<file path="src/rtl/qspi_sram_controller.sv">
// Purpose: single-requester QSPI SRAM master (quad read 0xEB, quad write 0x38, sck = clk/2).
// Latency: accept at E0, read response in cycle after E(2*(16+WAIT_CYCLES)), write response in cycle after E32.
// Backpressure: req_ready is high only in IDLE; requests offered while busy are ignored until IDLE.
//
// Ports:
//   clk, rst                 system clock, asynchronous active-high reset
//   req_valid/req_ready      request handshake (accept on req_valid && req_ready)
//   req_we/req_addr/req_wdata  request payload, latched on accept
//   rsp_valid/rsp_rdata      one-cycle completion pulse, read byte (held until next read completes)
//   sck, ss_n                SPI clock (idle low) and chip select (active low)
//   sio_in/sio_out/sio_oe    quad data lines from/to pads and per-line output enables

module qspi_sram_controller #(
  parameter logic [7:0] CMD_READ    = 8'hEB,
  parameter logic [7:0] CMD_WRITE   = 8'h38,
  parameter int         WAIT_CYCLES = 4       // dummy beats before read data, 1..15
) (
  input  logic        clk,
  input  logic        rst,
  input  logic        req_valid,
  output logic        req_ready,
  input  logic        req_we,
  input  logic [23:0] req_addr,
  input  logic [7:0]  req_wdata,
  output logic        rsp_valid,
  output logic [7:0]  rsp_rdata,
  output logic        sck,
  output logic        ss_n,
  input  logic [3:0]  sio_in,
  output logic [3:0]  sio_out,
  output logic [3:0]  sio_oe
);

  localparam logic [2:0] ST_IDLE  = 3'd0;
  localparam logic [2:0] ST_CMD   = 3'd1;
  localparam logic [2:0] ST_ADDR  = 3'd2;
  localparam logic [2:0] ST_WAIT  = 3'd3;
  localparam logic [2:0] ST_RDATA = 3'd4;
  localparam logic [2:0] ST_WDATA = 3'd5;
  localparam logic [2:0] ST_DONE  = 3'd6;

  // Index of the final beat in each serial state.
  localparam logic [3:0] CMD_LAST  = 4'd7;
  localparam logic [3:0] ADDR_LAST = 4'd5;
  localparam logic [3:0] WAIT_LAST = 4'(WAIT_CYCLES - 1);
  localparam logic [3:0] DATA_LAST = 4'd1;

  logic [2:0]  state;
  logic [2:0]  next_serial;
  logic        phase;        // 0 = sck low half of a beat, 1 = sck high half
  logic [3:0]  beat_cnt;
  logic        last_beat;
  logic        serial_active;
  logic [7:0]  cmd_sr;
  logic [23:0] addr_sr;
  logic [7:0]  wdata_sr;
  logic        we_q;
  logic [3:0]  rdata_hi;     // first (upper) read nibble, parked until the second arrives

  assign serial_active = (state == ST_CMD)  || (state == ST_ADDR)  || (state == ST_WAIT) ||
                         (state == ST_RDATA) || (state == ST_WDATA);

  // Interface outputs are decoded straight from state registers so that an
  // asynchronous reset takes the pads to idle in the same cycle.
  assign req_ready = (state == ST_IDLE);
  assign rsp_valid = (state == ST_DONE);
  assign ss_n      = ~serial_active;
  assign sck       = serial_active & phase;

  always_comb begin
    sio_out = 4'b0000;
    sio_oe  = 4'b0000;
    case (state)
      ST_CMD: begin
        sio_out = {3'b000, cmd_sr[7]};
        sio_oe  = 4'b0001;
      end
      ST_ADDR: begin
        sio_out = addr_sr[23:20];
        sio_oe  = 4'b1111;
      end
      ST_WDATA: begin
        sio_out = wdata_sr[7:4];
        sio_oe  = 4'b1111;
      end
      default: ;  // WAIT/RDATA turn the bus around; IDLE/DONE leave it released
    endcase
  end

  always_comb begin
    last_beat = 1'b0;
    case (state)
      ST_CMD:             last_beat = (beat_cnt == CMD_LAST);
      ST_ADDR:            last_beat = (beat_cnt == ADDR_LAST);
      ST_WAIT:            last_beat = (beat_cnt == WAIT_LAST);
      ST_RDATA, ST_WDATA: last_beat = (beat_cnt == DATA_LAST);
      default:            last_beat = 1'b0;
    endcase
  end

  always_comb begin
    next_serial = ST_DONE;
    case (state)
      ST_CMD:  next_serial = ST_ADDR;
      ST_ADDR: next_serial = we_q ? ST_WDATA : ST_WAIT;
      ST_WAIT: next_serial = ST_RDATA;
      default: next_serial = ST_DONE;
    endcase
  end

  always_ff @(posedge clk or posedge rst) begin
    if (rst) begin
      state     <= ST_IDLE;
      phase     <= 1'b0;
      beat_cnt  <= 4'd0;
      cmd_sr    <= 8'h00;
      addr_sr   <= 24'h000000;
      wdata_sr  <= 8'h00;
      we_q      <= 1'b0;
      rdata_hi  <= 4'h0;
      rsp_rdata <= 8'h00;
    end else begin
      case (state)
        ST_IDLE: begin
          if (req_valid) begin
            state    <= ST_CMD;
            phase    <= 1'b0;
            beat_cnt <= 4'd0;
            cmd_sr   <= req_we ? CMD_WRITE : CMD_READ;
            addr_sr  <= req_addr;
            wdata_sr <= req_wdata;
            we_q     <= req_we;
          end
        end

        ST_CMD, ST_ADDR, ST_WAIT, ST_RDATA, ST_WDATA: begin
          phase <= ~phase;
          // The edge that ends the high half closes the beat: the SRAM has
          // sampled our data, so advance the shifters, and its read data is
          // stable, so capture sio_in here.
          if (phase) begin
            beat_cnt <= last_beat ? 4'd0 : beat_cnt + 4'd1;
            case (state)
              ST_CMD:   cmd_sr   <= {cmd_sr[6:0], 1'b0};
              ST_ADDR:  addr_sr  <= {addr_sr[19:0], 4'h0};
              ST_WDATA: wdata_sr <= {wdata_sr[3:0], 4'h0};
              ST_RDATA: begin
                if (beat_cnt == 4'd0) rdata_hi <= sio_in;
                else                  rsp_rdata <= {rdata_hi, sio_in};
              end
              default: ;
            endcase
            if (last_beat) state <= next_serial;
          end
        end

        ST_DONE: state <= ST_IDLE;

        default: state <= ST_IDLE;  // unused encoding recovers to idle
      endcase
    end
  end

endmodule
</file>
<file path="config.mk">
export PLATFORM = sky130hd
export DESIGN_NAME = qspi_sram_controller
export DESIGN_NICKNAME = d
export VERILOG_FILES = /design/src/rtl/qspi_sram_controller.sv
export SDC_FILE = /design/constraint.sdc
export NUM_CORES = 1
export LEC_CHECK = 0
export BUFFER_PORTS_ARGS = -buffer_cell sky130_fd_sc_hd__buf_2
export CAP_MARGIN = 10
export CORE_ASPECT_RATIO = 0.8
export CORE_MARGIN = 4
export CORE_UTILIZATION = 59
export DETAILED_ROUTE_END_ITERATION = 12
export MAX_ROUTING_LAYER = met4
export PLACE_DENSITY = 0.85
export SYNTH_ARGS = -nofsm -noshare
export SYNTH_HDL_FRONTEND = slang
export SYNTH_SLANG_ARGS = --single-unit
</file>
<file path="constraint.sdc">
create_clock -name clk -period 5.3 [get_ports clk]
set_clock_uncertainty 0.2 [all_clocks]
set_input_delay 1.06 -clock clk [delete_from_list [all_inputs] [get_ports clk]]
set_output_delay 1.06 -clock clk [all_outputs]
set_load 0.005 [all_outputs]
</file>
==> results.yml <==
clock_tree:
  clock-sinks: 61
  root_buffer: "clkbuf_8"
  clkLatencyLatePin_ns: 0.33
  cts.repair.resized: 0
  cts_hold_buf: 0
  numCtsBuffers: 9
  cts.clk_slew.worst_paths_ns: 0.07
  cts_tree: "built"
  clock_path_buffers: 2
  htreeDepth: 3
  post_cts_buffers: 0
timing:
  rsz0062_at_grt: "no"
  fin_crit_sh_pct: 63.7
  worst_slew_pin_slew_ns: 0.791
  min_period_ns: 3.37
  setup-violations-final: 0
  max_freq_mhz: 296
  setup_tns_ns: 0
  finalMaxSlewViolations: 0
  slew_headroom_pct: 47.2
  hold_viol_final: 0
layout:
  areaGrowthSynthToFinish_pct: 16.2
  final_cell_mix: "dfrtp_1 (61), buf_2 (59), nand2_1 (58)"
  final_util_pct: 73.2
  drive_gt1_share_pct: 26.4
  layout.area.seq_mm2: 0.00153
  multiInputGateArea_mm2: 0.00131
  fillers: 333
  nets: 408
  layout.cells.most_common: "dfrtp_1"
  diodes: 0
synthesis:
  syn_inst: 315
  synthAdderAreaFrac_pct: 0.839
  yosys.area_share.simple_pct: 19.6
  synth_top_family_by_area: "simple AND/OR/NAND/NOR gates"
  ys_warn_count: 0
  seq_area_frac_synth_pct: 51.2
  synth_ff_type: "dfrtp_1"
  synth.distinct_cells: 47
  synth-xor-area-share_pct: 0.881
  synth-edff-count: 0
  synthMuxAreaShare_pct: 5.54
  synth_fp_nets: 357
  syn-cell-area_mm2: 0.00298
  ys_seq_elements: 61
  synth_compound_area_share_pct: 16.9
  synth.avg_cell_area_um2: 9.47
  async_flop_share_pct: 100
routing:
  vias: 2494
  wire_per_inst_um: 15.2
  drt-total-wl_um: 6540
  drtIter0Drc: 204
  drc: 0
  ant_nets: 0
  drtPass1Iterations: 4
  vias_per_cell: 5.79
place:
  hpwl_um: 4550
  gp_congestion: 0.897
  port_buffers: 59
die:
  die-area_mm2: 0.00626
  fp.dieW_um: 87.5
  floorplan.core_area_mm2: 0.00473
  rows: 22
  ios: 60
  fp.dieH_um: 71.6
  start_util_pct: 63.0
run_status:
  status: "finished clean"
global_route:
  overflow: 0
  grt_start_max_net_pins: 62
  antenna_found_initial: 0
  grt_usage_pct: 23.0
  grt_pass1_wl_um: 10800
  grt_pass1_vias: 2350
setup_path:
  arrival_ns: 2.11
  crit_fanout: 30
  max_stage_delay_ns: 0.80
  critPathKind: "flip-flop to output pin"
  required_ns: 4.04
  start_kind: "flip-flop"
  critPathSlowestCell: "dfrtp_1"
  crit_chain: "nand2b_1, o21ai_2, inv_2, buf_2"
  end_kind: "output pin"
power:
  p_per_area_mw_per_mm2: 636
  leakagePower_nw: 1.63
  internal_power_mw: 1.31
  clkPwrFrac_pct: 18.0
  switchingPower_uw: 900
  vdd_ir_drop_max_mv: 0.369
  switching_share_pct: 40.8
  pwr-share-comb_pct: 43.6
  seqPwrFrac_pct: 38.4
run:
  drv_cap: 0
worst_hold_path:
  hold_path_class: "flip-flop to flip-flop"
synth_stat cells, types with 2 or more instances:
library cell / n / area [um2]
inv_1: 9 / 33.8
clkbuf_1: 10 / 37.5
a21oi_1: 7 / 35.0
o211ai_1: 2 / 15.0
and3_1: 3 / 18.8
o31ai_1: 2 / 15.0
a22o_1: 8 / 70.1
a31oi_1: 25 / 156
ha_1: 2 / 25.0
o22a_1: 2 / 17.5
o21ai_0: 10 / 50.1
buf_2: 7 / 35.0
nand2b_1: 2 / 12.5
or3b_1: 2 / 17.5
inv_2: 2 / 7.51
nor2b_1: 2 / 12.5
buf_4: 5 / 37.5
nor3b_1: 2 / 15.0
xor2_1: 3 / 26.3
nor3_1: 4 / 20.0
nor2_1: 35 / 131
o21ai_1: 2 / 10.0
nand3_1: 6 / 30.0
mux2_2: 12 / 135
nand2_1: 58 / 218
or3_1: 5 / 31.3
a221o_1: 3 / 30.0
o22ai_1: 2 / 12.5
nand4_1: 2 / 12.5
mux2i_1: 3 / 30.0
dfrtp_1: 61 / 1530
o21a_1: 2 / 15.0
area by class of cell:
cell class,count,area share (%)
Timing Repair Buffer,62,9.17
Clock inverter,4,1.37
Sequential cell,61,44.0
Clock buffer,12,4.19
Tap cell,60,2.17
Multi-Input combinational cell,221,37.9
Inverter,11,1.19
power groups by stage:
stage	clock network (mW)	logic, mW	registers, mW
after global placement	0	0.934	0.839
after detailed placement	0	0.962	0.853
final	0.398	0.962	0.846
after CTS	0.406	0.971	0.845
after global routing	0.427	1.09	0.875
after floorplan	0	0.819	0.754
stage by stage:
step	setup WS (ns)	std cells	power, mW	hold WS, ns	cell area [um2]
after floorplan	2.53	315	1.57	0.251	2980
after global placement	2.35	415	1.77	0.265	3270
after detailed placement	2.28	415	1.82	0.274	3270
after CTS	1.91	431	2.22	0.292	3470
after global routing	1.70	431	2.39	0.312	3470
final	1.93	431	2.21	0.294	3470
critical path, delay by kind of cell (launching register included):
kind,cells,cell delay [ns]
buf+inv,2,0.59
compound gates,1,0.10
flops,1,0.80
simple gates,1,0.27
worst paths after layout:
path / end / from / depth (start not counted) / slack [ns]
min in group asynchronous: rdata_hi[0] / rst / 3 / 0.74
worst max register to register: state[0] / state[2] / 5 / 2.84
worst min-delay path: cmd_sr[0] / cmd_sr[0] / 1 / 0.29
worst min register to register: cmd_sr[0] / cmd_sr[0] / 1 / 0.29
worst max-delay path: ss_n / state[1] / 4 / 1.93
max in group asynchronous: cmd_sr[0] / rst / 3 / 3.69
flip-flops by register name, indices dropped and copies added, names as in the netlist, 3 cells and up:
register	flops
rdata_hi	4
wdata_sr	8
beat_cnt	4
rsp_rdata	8
cmd_sr	8
state	3
addr_sr	24
layer usage:
| layer | routed length (um) | global-route usage (%) |
|---|---|---|
| met1 | 2990 | 30.6 |
| met3 | 433 | 6.21 |
| met4 | 89 | 9.03 |
| met2 | 3030 | 33.4 |
| met5 | 0 | - |
cells by family after synthesis:
| kind of cell | Yosys count |
|---|---|
| AND/OR/NAND/NOR | 127 |
| AO/OA/AOI/OAI | 74 |
| flip-flops | 61 |
| buffers and inverters | 33 |
| multiplexers | 15 |
| XOR/XNOR | 3 |
| adder cells (fa/ha/maj) | 2 |
Power figures use the tool's default switching activity.
